<file path="config.mk">
export PLATFORM = sky130hd
export DESIGN_NAME = alu_arbiter
export DESIGN_NICKNAME = d
export VERILOG_FILES = /design/src/rtl/alu_pkg.sv /design/src/rtl/alu.sv /design/src/rtl/alu_arbiter.sv
export SDC_FILE = /design/constraint.sdc
export NUM_CORES = 1
export LEC_CHECK = 0
export ABC_AREA = 1
export CORE_MARGIN = 3
export CORE_UTILIZATION = 50
export DETAILED_ROUTE_END_ITERATION = 6
export HOLD_SLACK_MARGIN = 0.12
export PLACE_DENSITY_LB_ADDON = 0.3
export SYNTH_ARGS = -nofsm -noshare
export SYNTH_HDL_FRONTEND = slang
export SYNTH_SLANG_ARGS = --single-unit
</file>
<file path="constraint.sdc">
create_clock -name clk -period 8.77 [get_ports clk]
set_input_delay 2.1925 -clock clk [delete_from_list [all_inputs] [get_ports clk]]
set_output_delay 2.1925 -clock clk [all_outputs]
set_load 0.01 [all_outputs]
</file>
<file path="src/rtl/alu_pkg.sv">
// Shared types for the arbitrated ALU: function codes, FSM states and the default datapath width.
package alu_pkg;

    localparam int unsigned WIDTH_DEFAULT = 32;

    typedef enum logic [2:0] {
        F_OR  = 3'b000,
        F_AND = 3'b001,
        F_ADD = 3'b010,
        F_SUB = 3'b110,
        F_SLT = 3'b111
    } alu_f_t;

    typedef enum logic {
        IDLE = 1'b0,
        HOLD = 1'b1
    } state_t;

endpackage

</file>
<file path="src/rtl/alu.sv">
// Combinational ALU: OR/AND/ADD/SUB/SLT with a zero flag; unused codes yield 0.
module alu
    import alu_pkg::*;
#(
    parameter int unsigned WIDTH = WIDTH_DEFAULT
) (
    input  logic [WIDTH-1:0] a,
    input  logic [WIDTH-1:0] b,
    input  logic [2:0]       f,
    output logic [WIDTH-1:0] y,
    output logic             zero
);

    logic [WIDTH-1:0] diff;
    logic             ovf;
    logic             slt;

    always_comb begin
        diff = a + ~b + WIDTH'(1);
        // Signed less-than: sign of the difference, flipped when the subtraction overflowed
        ovf  = (a[WIDTH-1] != b[WIDTH-1]) && (diff[WIDTH-1] != a[WIDTH-1]);
        slt  = diff[WIDTH-1] ^ ovf;
        case (alu_f_t'(f))
            F_OR:    y = a | b;
            F_AND:   y = a & b;
            F_ADD:   y = a + b;
            F_SUB:   y = diff;
            F_SLT:   y = {{(WIDTH-1){1'b0}}, slt};
            default: y = '0;
        endcase
        zero = (y == '0);
    end

endmodule

</file>
<file path="src/rtl/alu_arbiter.sv">
// Two-requester round-robin front end sharing one ALU, with a single-entry result register
// and saturating per-requester grant counters.
module alu_arbiter
    import alu_pkg::*;
#(
    parameter int unsigned WIDTH = WIDTH_DEFAULT
) (
    input  logic             clk,
    input  logic             reset,
    input  logic             req0_valid,
    output logic             req0_ready,
    input  logic [WIDTH-1:0] req0_a,
    input  logic [WIDTH-1:0] req0_b,
    input  logic [2:0]       req0_f,
    input  logic             req1_valid,
    output logic             req1_ready,
    input  logic [WIDTH-1:0] req1_a,
    input  logic [WIDTH-1:0] req1_b,
    input  logic [2:0]       req1_f,
    output logic             res_valid,
    input  logic             res_ready,
    output logic [WIDTH-1:0] res_y,
    output logic             res_zero,
    output logic             res_id,
    output logic [15:0]      cnt0,
    output logic [15:0]      cnt1
);

    state_t           state;
    logic             prio;
    logic             free;
    logic             grant0;
    logic             grant1;
    logic [WIDTH-1:0] op_a;
    logic [WIDTH-1:0] op_b;
    logic [2:0]       op_f;
    logic [WIDTH-1:0] alu_y;
    logic             alu_zero;

    // prio names the requester that wins when both are valid
    always_comb begin
        free   = (state == IDLE) || res_ready;
        grant0 = !reset && free && req0_valid && (!req1_valid || !prio);
        grant1 = !reset && free && req1_valid && (!req0_valid || prio);
    end

    assign req0_ready = grant0;
    assign req1_ready = grant1;
    assign res_valid  = (state == HOLD);

    assign op_a = grant1 ? req1_a : req0_a;
    assign op_b = grant1 ? req1_b : req0_b;
    assign op_f = grant1 ? req1_f : req0_f;

    alu #(.WIDTH(WIDTH)) u_alu (
        .a    (op_a),
        .b    (op_b),
        .f    (op_f),
        .y    (alu_y),
        .zero (alu_zero)
    );

    always_ff @(posedge clk) begin
        if (reset) begin
            state    <= IDLE;
            res_y    <= '0;
            res_zero <= 1'b0;
            res_id   <= 1'b0;
            prio     <= 1'b0;
            cnt0     <= '0;
            cnt1     <= '0;
        end else if (grant0 || grant1) begin
            state    <= HOLD;
            res_y    <= alu_y;
            res_zero <= alu_zero;
            res_id   <= grant1;
            prio     <= grant0;
            if (grant0 && cnt0 != '1) cnt0 <= cnt0 + 16'd1;
            if (grant1 && cnt1 != '1) cnt1 <= cnt1 + 16'd1;
        end else if (state == HOLD && res_ready) begin
            state <= IDLE;
        end
    end

endmodule

</file>
==> out/results.txt, run 1 <==
PortBufs -> 207
Pre-antenna DRT Iters -> 6
Slew headroom -> 36.58%
CP Class -> in -> reg
status -> finished, final reports clean
Worst VDD drop -> 0.0001234 V
Tightest Pin Transition -> 947.8 ps
Die Span Y -> 143.5 µm
fin nets -> 2035
Comb pwr share -> 54.4%
residual DRC count -> 0
vias in the first global route -> 10350
global-route usage over all layers -> 32.08%
synth cell count leaders -> 325 x nand2_1, 291 x inv_1, 175 x nor2_1, 140 x o21ai_0, 121 x a21oi_1
Via density -> 5.516
Clock Power Share -> 23.6%
Worst path max stage delay -> 600 ps
Seq pwr share -> 22.0%
internal power -> 0.8595 mW
layout cells sized above 1 -> 6.059%
cts hold-fix bufs -> 0
Die ar. -> 0.02059 mm²
clock buffer depth -> 2
Hold Slack -> 483.2 ps
final setup fails -> 0
Starting Density -> 51.74%
n_diodes -> 0
Worst setup SP type -> input pin
net load switching power -> 0.6917 mW
CP Max Fanout -> 46
Post-synth top flop -> dfxtp_1
Seq/Total Area, Yosys -> 14.40%
Placer Congestion -> 0.9660
Synth-to-Final Area Change -> 26.13%
Worst Clk Skew -> 7.092 ps
Worst setup EP type -> flip-flop
# clock sinks -> 68
IO Count -> 208
antenna-violating nets left -> 0
Hold Violations, Final -> 0
clock slew at reported path FFs -> 60 ps
clk_lat worst skew -> 330 ps
Yosys top cell by area -> dfxtp_1
number of buffers created by CTS -> 9
top post-synthesis cells by area -> dfxtp_1 14%, ha_1 13%, nand2_1 13%, inv_1 12%, o21ai_0 7.4%
leak pwr -> 5.905 nW
CP arrival -> 8130 ps
via count -> 11190
Max Clock Freq -> 127.2 MHz
Placed Area -> 0.01162 mm²
Synthesis Warnings -> 0
top-count cell post-synth -> nand2_1
post-synthesis cell count -> 1617
largest net degree at the start of global routing -> 59
pre-CTS WS -> 763.7 ps
final worst slack -> 905.7 ps
Initial DRC Count -> 1016
CP max stage cell -> inv_2
WL final -> 34480 µm
row count -> 49
DP HPWL -> 27960 µm
die width -> 143.5 µm
Synthesized Nets -> 1858
Avg WL per Cell -> 17.00 µm
Hold WC Path Type -> reg -> reg
gr ovfl total -> 0
Design Area, Final -> 0.01192 mm²
Max Cap Violations -> 0
RSZ-0062 raised after global routing -> false
EDFF count, synth -> 0
Synth cell types -> 52
Core Area -> 0.01827 mm²
htree depth -> 3
final worst-path cycle share -> 89.67%
post-synthesis cell area -> 0.009453 mm²
Cell Pwr Density -> 130.1 mW/mm²
Yosys top cell area share -> 14.40%
number of synthesized register bits -> 68
asr flop ratio synth -> 0%
CTS tree -> done
Sw Share -> 44.59%
initial antenna violation count -> 0
final total power -> 1.551 mW
first-pass GRT wire length -> 52750 µm
setup TNS -> 0 ps
minimum clock period -> 7864 ps
CTS resizes -> 0
postcts setup bufs -> 0
Syn Area/Cell -> 5.846 µm²
final slew viol count -> 0
Critical Path RT -> 9040 ps
Root Buffer -> clkbuf_16
==> registers in the layout (all words and copies together) (netlist names) <==
name       flops
res_id         1
res_zero       1
res_y         32
prio           1
res_valid      1
cnt0          16
cnt1          16
==> power by group through the flow <==
| stage | Clock [mW] | Combinational (mW) | Sequential [mW] |
|---|---|---|---|
| after floorplan | 0 | 0.526 | 0.354 |
| after global placement | 0 | 0.816 | 0.347 |
| after detailed placement | 0 | 0.820 | 0.347 |
| after CTS | 0.368 | 0.825 | 0.341 |
| after global routing | 0.383 | 0.925 | 0.343 |
| final | 0.366 | 0.843 | 0.342 |
==> critical path, delay by kind of cell <==
family / cells / cell delay (ps)
and+or+nand+nor: 18 / 2770
adders and majority gates: 2 / 920
buffers and inverters: 3 / 1150
AOI/OAI and AO/OA: 6 / 1070
==> final cells by class <==
| type | count | area, µm² |
|---|---|---|
| Multi-Input combinational cell | 1203 | 6723 |
| Tap cell | 229 | 286.5 |
| Clock inverter | 6 | 63.81 |
| Sequential cell | 68 | 1361 |
| Fill cell | 1736 | 6347 |
| Inverter | 297 | 1117 |
| Clock buffer | 10 | 239.0 |
| Timing Repair Buffer | 215 | 2132 |
==> cell families after synthesis <==
| group | count (synthesis) | share of synthesized area (%) |
|---|---|---|
| fa+ha+maj | 102 | 13.74 |
| compound gates | 328 | 19.14 |
| flops | 68 | 14.40 |
| simple gates | 759 | 36.89 |
| buf+inv | 346 | 14.53 |
| xor+xnor | 14 | 1.297 |
==> per-layer routing <==
| metal | track usage (%) | share of wire (%) | wire, µm | vias up |
|---|---|---|---|---|
| met3 | 5.757 | 7.5 | 2579 | 79 |
| met5 | 0 | 0 | 0 | - |
| met4 | 10.85 | 3.7 | 1273 | 0 |
| met2 | 54.22 | 46 | 15980 | 481 |
| met1 | 41.28 | 42 | 14640 | 5100 |
| li1 | - | - | - | 5527 |
==> layout by cell type, fill, tap and decap left out, types with 7 or more instances in the layout <==
master           instances
a21o_1                   8
a21oi_1                121
buf_4                    8
clkbuf_16                9
clkdlybuf4s50_1        207
dfxtp_1                 68
ha_1                    99
inv_1                  291
nand2_1                325
nand2_2                 10
nand2_4                  9
nand3_1                113
nand3b_1                10
nand4_1                 25
nor2_1                 175
nor2_2                  14
nor3_1                  20
nor4_1                   7
o211ai_1                17
o21ai_0                140
o21bai_1                14
or2_2                   29
xor2_1                  11
==> stage by stage <==
step | std cells | util, %
floorplan | 1617 | -
global placement | 2012 | 63.60
detailed placement | 2012 | 63.60
CTS | 2028 | 65.26
global route | 2028 | 65.26
finish | 2028 | 65.26
==> final timing paths <==
| kind | cells after the start | endpoint | from | slack [ps] |
|---|---|---|---|---|
| min | 2 | res_id | res_id | 480 |
| max reg2reg | 27 | res_zero | res_valid | 2940 |
| max | 29 | res_zero | res_ready | 910 |
| min reg2reg | 2 | res_id | res_id | 480 |
Note: power is estimated with default switching activity, not from simulation.
==> inputs of run 2 (changes only) <==
- CTS_CLUSTER_SIZE: unset -> 14
==> results of run 2 <==
No change in the layout: final DEF, timing and power equal those of run 1.
